[src/rtl/is_pkg_uart_controller.sv]
// Shared types and helpers for the UART controller datapaths.
// The TX_PARITY state exists only when UART_TX_PARITY_EN is defined.
package is_pkg_uart_controller;

    localparam int DATA_W = 8;

`ifdef UART_TX_PARITY_EN
    typedef enum logic [2:0] {
        TX_IDLE,
        TX_START,
        TX_DATA,
        TX_PARITY,
        TX_STOP
    } tx_state_e;
`else
    typedef enum logic [1:0] {
        TX_IDLE,
        TX_START,
        TX_DATA,
        TX_STOP
    } tx_state_e;
`endif

    function automatic int clks_per_bit(input int clk_freq,
                                        input int baud_rate);
        return clk_freq / baud_rate;
    endfunction

endpackage

[src/rtl/is_baud_tick.sv]
// Modulo-CLKS_PER_BIT baud counter with enable and synchronous clear.
// bit_end_o is high in the last cycle of each bit period.
module is_baud_tick #(
    parameter int CLKS_PER_BIT = 16
) (
    input  logic clk_i,
    input  logic rstn_i,
    input  logic en_i,
    input  logic clr_i,
    output logic bit_end_o
);

    localparam int CW = (CLKS_PER_BIT > 1) ? $clog2(CLKS_PER_BIT) : 1;
    localparam logic [CW-1:0] LAST = CW'(CLKS_PER_BIT - 1);

    logic [CW-1:0] cnt_q;

    assign bit_end_o = en_i && (cnt_q == LAST);

    always_ff @(posedge clk_i or negedge rstn_i) begin
        if (!rstn_i) begin
            cnt_q <= '0;
        end else if (clr_i) begin
            cnt_q <= '0;
        end else if (en_i) begin
            cnt_q <= bit_end_o ? '0 : cnt_q + 1'b1;
        end
    end

endmodule

[src/rtl/is_uart_tx.sv]
// UART transmit serializer: start, 8 data bits LSB first, stop bit(s).
// Define UART_TX_PARITY_EN to insert a parity bit after the data bits.
module is_uart_tx
    import is_pkg_uart_controller::*;
#(
    parameter int CLK_FREQ   = 50_000_000,
    parameter int BAUD_RATE  = 115_200,
    parameter int STOP_BITS  = 1,
    parameter int PARITY_ODD = 0
) (
    input  logic              clk_i,
    input  logic              rstn_i,
    input  logic              tx_valid_i,
    input  logic [DATA_W-1:0] tx_data_i,
    output logic              tx_ack_o,
    output logic              busy_o,
    output logic              txd_o
);

    localparam int   CLKS_PER_BIT = clks_per_bit(CLK_FREQ, BAUD_RATE);
    localparam logic LAST_STOP    = (STOP_BITS == 2);

    if (CLKS_PER_BIT < 2) begin : g_bad_baud
        $error("is_uart_tx: CLK_FREQ / BAUD_RATE must be at least 2");
    end
    if (STOP_BITS != 1 && STOP_BITS != 2) begin : g_bad_stop
        $error("is_uart_tx: STOP_BITS must be 1 or 2");
    end
    if (PARITY_ODD != 0 && PARITY_ODD != 1) begin : g_bad_par
        $error("is_uart_tx: PARITY_ODD must be 0 or 1");
    end

    tx_state_e         state_q, state_d;
    logic [DATA_W-1:0] shift_q, shift_d;
    logic [2:0]        bit_cnt_q;
    logic              stop_cnt_q;
    logic              bit_end;
    logic              last_stop;
    logic              capture;
    logic              txd_d;
    logic              busy_d;

    // busy_o gates the counter so the start bit begins exactly at capture
    is_baud_tick #(
        .CLKS_PER_BIT(CLKS_PER_BIT)
    ) u_baud (
        .clk_i    (clk_i),
        .rstn_i   (rstn_i),
        .en_i     (busy_o),
        .clr_i    (capture),
        .bit_end_o(bit_end)
    );

    assign last_stop = (state_q == TX_STOP) && bit_end &&
                       (stop_cnt_q == LAST_STOP);
    assign capture   = tx_valid_i &&
                       ((state_q == TX_IDLE) || last_stop);

`ifdef UART_TX_PARITY_EN
    logic par_q;

    always_ff @(posedge clk_i or negedge rstn_i) begin
        if (!rstn_i) begin
            par_q <= 1'b0;
        end else if (capture) begin
            par_q <= (^tx_data_i) ^ 1'(PARITY_ODD);
        end
    end
`endif

    always_ff @(posedge clk_i or negedge rstn_i) begin
        if (!rstn_i) begin
            state_q  <= TX_IDLE;
            txd_o    <= 1'b1;
            busy_o   <= 1'b0;
            tx_ack_o <= 1'b0;
        end else begin
            state_q  <= state_d;
            txd_o    <= txd_d;
            busy_o   <= busy_d;
            tx_ack_o <= capture;
        end
    end

    always_comb begin
        state_d = state_q;
        unique case (state_q)
            TX_IDLE:  if (capture) state_d = TX_START;
            TX_START: if (bit_end) state_d = TX_DATA;
`ifdef UART_TX_PARITY_EN
            TX_DATA:  if (bit_end && bit_cnt_q == 3'd7)
                          state_d = TX_PARITY;
            TX_PARITY: if (bit_end) state_d = TX_STOP;
`else
            TX_DATA:  if (bit_end && bit_cnt_q == 3'd7)
                          state_d = TX_STOP;
`endif
            TX_STOP:  if (last_stop)
                          state_d = capture ? TX_START : TX_IDLE;
            default:  state_d = TX_IDLE;
        endcase
    end

    // Outputs are decoded from next state so they register in step with it
    always_comb begin
        shift_d = shift_q;
        if (capture) begin
            shift_d = tx_data_i;
        end else if (state_q == TX_DATA && bit_end) begin
            shift_d = shift_q >> 1;
        end
        busy_d = (state_d != TX_IDLE);
        txd_d  = 1'b1;
        unique case (state_d)
            TX_START:  txd_d = 1'b0;
            TX_DATA:   txd_d = shift_d[0];
`ifdef UART_TX_PARITY_EN
            TX_PARITY: txd_d = par_q;
`endif
            default:   txd_d = 1'b1;
        endcase
    end

    always_ff @(posedge clk_i or negedge rstn_i) begin
        if (!rstn_i) begin
            shift_q    <= '0;
            bit_cnt_q  <= '0;
            stop_cnt_q <= 1'b0;
        end else begin
            shift_q <= shift_d;
            if (capture) begin
                bit_cnt_q  <= '0;
                stop_cnt_q <= 1'b0;
            end else if (bit_end) begin
                if (state_q == TX_DATA) begin
                    bit_cnt_q <= bit_cnt_q + 3'd1;
                end
                if (state_q == TX_STOP) begin
                    stop_cnt_q <= last_stop ? 1'b0 : ~stop_cnt_q;
                end
            end
        end
    end

endmodule

[config.mk]
export PLATFORM = sky130hd
export DESIGN_NAME = is_uart_tx
export DESIGN_NICKNAME = d
export VERILOG_FILES = /design/src/rtl/is_pkg_uart_controller.sv /design/src/rtl/is_baud_tick.sv /design/src/rtl/is_uart_tx.sv
export SDC_FILE = /design/constraint.sdc
export NUM_CORES = 1
export LEC_CHECK = 0
export BUFFER_PORTS_ARGS = -buffer_cell sky130_fd_sc_hd__buf_2
export CAP_MARGIN = 10
export CORE_MARGIN = 2
export CORE_UTILIZATION = 40
export CTS_BUF_LIST = sky130_fd_sc_hd__clkbuf_4 sky130_fd_sc_hd__clkbuf_8 sky130_fd_sc_hd__clkbuf_16
export DETAILED_ROUTE_END_ITERATION = 8
export PLACE_DENSITY = 0.71
export SLEW_MARGIN = 20
export SYNTH_ARGS = -nofsm -noshare
export SYNTH_HDL_FRONTEND = slang
export SYNTH_SLANG_ARGS = --single-unit
[constraint.sdc]
create_clock -name clk_i -period 1.72 [get_ports clk_i]
set_input_delay 0.344 -clock clk_i [delete_from_list [all_inputs] [get_ports clk_i]]
set_output_delay 0.344 -clock clk_i [all_outputs]
set_load 0.02 [all_outputs]
==> Word level (Yosys, flattened, before mapping) <==
Index checks and enable logic that the tools add are counted.
Widths: inputs -> output; s select.
{ "classes": {"addsub": 2, "eq_ne": 7, "mux": 19, "bitwise_logic": 1, "reduce_logical": 16} }
{ "op_table": {"columns": ["op", "n"], "rows": [
  ["$mux 9", 3],
  ["$mux 8", 2],
  ["$reduce_bool 2->1", 6],
  ["$add 9x1->9 const B", 1],
  ["$eq 9x9->1 const B", 1],
  ["$mux 3", 3],
  ["$mux 2", 4],
  ["$pmux 2 s4", 1],
  ["$eq 2x2->1 const B", 3],
  ["$logic_and 1x1->1", 6],
  ["$mux 1", 5],
  ["$eq 2x1->1 const B", 2],
  ["$reduce_and 2->1", 2],
  ["$add 3x1->3 const B", 1],
  ["$eq 3x3->1 const B", 1],
  ["$logic_not 2->1", 1],
  ["$pmux 1 s2", 1],
  ["$logic_or 1x1->1", 1],
  ["$not 1->1", 1]
]} }
{ "word_totals": {"register_bits": 26, "input_bits": 11, "output_inout_bits": 3, "elab_cells": 54} }

==> Logic depth before layout (Yosys ltp) <==
{ "logic_depth": {"ltp_word": 11, "ltp_mapped": 8, "ltp_nobuf": 7} }

==> Hierarchy <==
From an unflattened synthesis, not the netlist that was laid out.
{ "unflattened": {"hier_cells": 122, "area_unflattened_um2": 1337.5} }
{ "by_module_without_submodules": {"columns": ["module", "instances", "cells_each", "area_per_inst_um2", "seq_area_each_um2"], "rows": [
  ["is_uart_tx", 1, 66, 802.0, 426.7],
  ["is_baud_tick", 1, 56, 535.5, 225.2]
]} }

==> Worst setup path before layout <==
No wires, ideal clock.
{ "synth_path": {"path_kind": "register to register", "start": "reg u_baud.cnt_q[1]", "end": "reg txd_o", "setup_time_ns": 0.094, "arrival_time_ns": 1.614, "required_time_ns": 1.626, "slack_ns": 0.012, "path_stages_with_launch": 8, "path_buffers": 0, "period_less_slack_ns": 1.708, "cell_sequence": "dfrtp_1 > inv_1 > ha_1 > nand4b_4 > nor4_2 > mux2_1 > nor2_1 > o211ai_1"} }
{ "synth_via": {"elab_chain_len": 11, "elab_cells_between_ends": 19, "cone_classes": "eq/ne: 3; mux: 9; reduce/logical: 7"} }
{ "synth_rtl": {"columns": ["item", "line", "source"], "rows": [
  ["start, declared", "is_baud_tick.sv:16", "logic [CW-1:0] cnt_q;"],
  ["start signal, assigned", "is_baud_tick.sv:26", "cnt_q <= bit_end_o ? '0 : cnt_q + 1'b1;"],
  ["$eq 9x9->1 *", "is_baud_tick.sv:18", "assign bit_end_o = en_i && (cnt_q == LAST);"],
  ["$logic_and 1x1->1 *", "is_baud_tick.sv:18", null],
  ["$logic_and 1x1->1 (2 in series)", "is_uart_tx.sv:54", "assign last_stop = (state_q == TX_STOP) && bit_end &&"],
  ["$logic_or 1x1->1", "is_uart_tx.sv:57", "((state_q == TX_IDLE) || last_stop);"],
  ["$logic_and 1x1->1", "is_uart_tx.sv:56", "assign capture = tx_valid_i &&"],
  ["$mux 1", "is_uart_tx.sv:99", "state_d = capture ? TX_START : TX_IDLE;"],
  ["$mux 2", "is_uart_tx.sv:98", "TX_STOP: if (last_stop)"],
  ["$pmux 2 s4", "is_uart_tx.sv:87", "unique case (state_q)"],
  ["$eq 2x2->1 or $eq 2x1->1 (tied branches)", "is_uart_tx.sv:114", "unique case (state_d)"],
  ["$pmux 1 s2 *", "is_uart_tx.sv:114", null],
  ["named net txd_d", "is_uart_tx.sv:40", "logic txd_d;"],
  ["end signal, assigned", "is_uart_tx.sv:79", "txd_o <= txd_d;"],
  ["end, declared", "is_uart_tx.sv:17", "output logic txd_o"]
]} }
Mark *: on every way through the listed nets, which the timed path passes. The rest lies on a longest branch. The select of a mux whose other input is x is not followed.
A chain may end at the register's enable or synchronous reset.

==> Final worst setup path <==
Same ends and word-level chain as after synthesis.

==> run metrics <==
WL/cell=approximately 14 um; power share of the clock group=39.5%; largest net degree at the start of global routing=27; core area=approximately 3300 um2; Initial Utilization=about two fifths; Vias/cell=5.30; CP max FO=3; DRT iter0 DRCs=54; clk_lat worst skew=0.32 ns; part of the power in registers=about three fifths; PwrDens=640 nW/um2; via count=1034; actual slew at the worst max-slew pin=approximately 0.57 ns; number of buffers created by CTS=3; crit-path leading delay family=simple AND/OR/NAND/NOR gates; share of cells above drive strength 1=between 20 and 30%; Max Freq=~0.6 GHz; Buf/Inv on CP=1; Worst Slack Setup Final=between 0.015 and 0.02 ns; total wire length=2.67 mm; FP Rows=21; syn_nets=roughly 140; Setup CP Type=reg -> reg; Die X=approximately 62 um; First-pass DRT Iterations=4; Clock Skews=0.00912 ns; Tcrit/Tclk final=slightly below 100%; PortBufs=13; vias in the first global route=1014; Layout area overhead=21.8%; final core utilization=49.9%; critical path cell sequence=inv_2, ha_4, nand4b_4, nor4_4, mux2_4, nor2_4, o211ai_1; GRT Overall Usage=15.3%; # diodes=0; failing checks=negative hold slack; TritonCTS Sinks=26; htree depth=1; GPL Wtd Cong=~0.89; R2R Setup Slk=0.02 ns; crit path max-delay cell type=dfrtp_1; WHS=-0.00844 ns; final hold violation count=11; Setup Fix Bufs, Post-CTS=0; die area=3850 um2; CP peak stage delay=between 0.4 and 0.5 ns; Post-Syn Area per Cell=approximately 11 um2; io pins=14; Max Slew Vio Count=0; Sw Share=18.5%; sequential-to-total area share from yosys stat=48.4%; Comb power frac=around 2.2%; Synth Warn #=0; R2R cell count=7; Clock transition at path regs=roughly 0.14 ns; Worst EP required=between 1.5 and 2 ns; Int Pwr=approximately 860 uW; HPWL after DPL=between 1.5 and 2 mm; status=complete, but fails checks; switching power=approximately 190 uW; GRT Residual Overflow=0; clk root buf=clkbuf_4; critical path capture point type=flip-flop; Total Nets Final=between 150 and 200; peak supply drop=0.000245 V; Yosys reg bits=26; Lkg Pwr=0.000766 uW; post-synthesis cell type count=34; drt drc=0; CTS tree=yes; RSZ-0062 raised after global routing=true; synthesized area=between 1000 and 1500 um2; global-route wire length before repair=roughly 4.3 mm; clk buf depth=2; clock period minus worst slack=1.70 ns; setup violators final=0; Hold Path Class=in -> async; end of the worst register-to-register path=txd_o$_DFF_PN1_; FF-to-FF Start=u_baud.cnt_q[1]$_DFFE_PN0P_; initial antenna violation count=0; Die H=between 60 and 70 um; fillcell total=~290; Antenna Nets Post-Route=0; Place WS=-0.0905 ns; Setup crit start kind=flip-flop; Worst Path Arrival=approximately 2.0 ns; Mapped Cells=around 130; Slew HR=between 60% and 70%; Max-Cap Viols=0
==> power groups by stage <==
stage                     logic, uW  registers, uW  clock network (uW)
after global placement         23.6            623                   0
after global routing           27.2            612                 449
after floorplan               0.715            623                   0
final                          23.4            611                 414
after CTS                      24.2            612                 421
after detailed placement       24.3            623                   0
==> repair_timing <==
action | CTS | global route
pin swaps | 1 | 2
resized for setup | 4 | 10
hold buffers | 0 | 0
endpoints found under the setup margin | 20 | 20
==> how the worst max path moves through the flow <==
stage	start	endpoint	slack, ns	cells past startpoint
5_1_grt	u_baud.cnt_q[1]$_DFFE_PN0P_	txd_o$_DFF_PN1_	-0.03	7
2_1_floorplan	u_baud.cnt_q[1]$_DFFE_PN0P_	txd_o$_DFF_PN1_	0.01	7
4_1_cts	u_baud.cnt_q[3]$_DFFE_PN0P_	txd_o$_DFF_PN1_	0.02	5
6_report	u_baud.cnt_q[1]$_DFFE_PN0P_	txd_o$_DFF_PN1_	0.02	7
3_5_place_dp	u_baud.cnt_q[1]$_DFFE_PN0P_	shift_q[3]$_DFFE_PN0P_	-0.09	7
3_3_place_gp	u_baud.cnt_q[1]$_DFFE_PN0P_	shift_q[0]$_DFF_PN0_	-0.06	7
==> per-stage QoR <==
stage	total power, uW	instance area [um2]	hold WS [ns]	TNS (ns)	std cells
CTS	1060	1590	0.00300	0	195
floorplan	624	1350	0.0484	0	127
finish	1050	1640	-0.00844	0	195
global route	1090	1640	0.0222	-0.156	195
global placement	646	1520	0.359	-0.317	191
detailed placement	647	1520	0.367	-0.798	191
==> sequential cells by signal, summed over array words and instances (netlist names) <==
signal        count
bit_cnt_q         3
busy_o            1
shift_q           8
state_q           2
stop_cnt_q        1
tx_ack_o          1
txd_o             1
u_baud.cnt_q      9
==> cell type report <==
cell class	count	area (um2)	area share (%)
clock inverter	1	30.0	1.83
tap	46	57.6	3.51
timing repair buffer	24	151	9.23
clock buffer	3	22.5	1.37
multi-input combinational	89	704	42.9
inverter	6	22.5	1.37
sequential	26	652	39.7
==> routing by layer <==
layer / up-vias / GRT usage [%] / routed length, um / part of all wire (%)
met3: 6 / 1.86 / 57 / 2.1
li1: 500 / - / - / -
met4: 0 / 8.51 / 76 / 2.8
met5: - / 0 / 0 / 0
met2: 20 / 26.5 / 1350 / 51
met1: 508 / 18.3 / 1180 / 44
==> cells by family after synthesis <==
kind of cell	count (synthesis)	share of synthesized area (%)
multiplexers	5	3.81
buffers and inverters	12	4.09
XOR/XNOR	5	3.25
AND/OR/NAND/NOR	49	21.2
adder cells (fa/ha/maj)	4	3.72
AO/OA/AOI/OAI	26	15.5
flip-flops	26	48.4
==> placed cells by master, fill, tap and decap left out, drive strengths merged, types with 2 or more instances in the layout <==
master  instances
xnor2           2
ha              4
nand3           3
a31oi           2
a22o            6
nor3            6
nand4           4
nand2b          2
inv             6
and4b           3
a21oi           4
a41oi           2
dfrtp          25
buf            24
xor2            3
nand4b          2
a21o            6
nor2           18
o31ai           2
nand2           8
mux2i           4
clkbuf          3
==> Yosys cell counts <==
cell type / number / area (um2)
a21o_1: 6 / 45.0
a21oi_1: 4 / 20.0
a22o_1: 6 / 52.6
a31oi_1: 2 / 12.5
a41oi_1: 1 / 8.76
a41oi_2: 1 / 16.3
and3_1: 1 / 6.26
and4b_1: 3 / 30.0
buf_2: 5 / 25.0
buf_4: 1 / 7.51
dfrtp_1: 25 / 626
dfstp_2: 1 / 26.3
ha_1: 4 / 50.1
inv_1: 6 / 22.5
mux2_1: 1 / 11.3
mux2i_1: 4 / 40.0
nand2_1: 8 / 30.0
nand2b_1: 2 / 12.5
nand3_1: 3 / 15.0
nand4_1: 4 / 25.0
nand4b_2: 1 / 15.0
nand4b_4: 1 / 23.8
nor2_1: 18 / 67.6
nor3_1: 5 / 25.0
nor3_4: 1 / 16.3
nor4_2: 1 / 12.5
o211a_1: 1 / 10.0
o211ai_1: 1 / 7.51
o21ai_0: 1 / 5.00
o311ai_2: 1 / 16.3
o31ai_1: 2 / 15.0
or2_1: 1 / 6.26
xnor2_1: 2 / 17.5
xor2_1: 3 / 26.3
No activity file was read; power rests on OpenSTA's default activity.
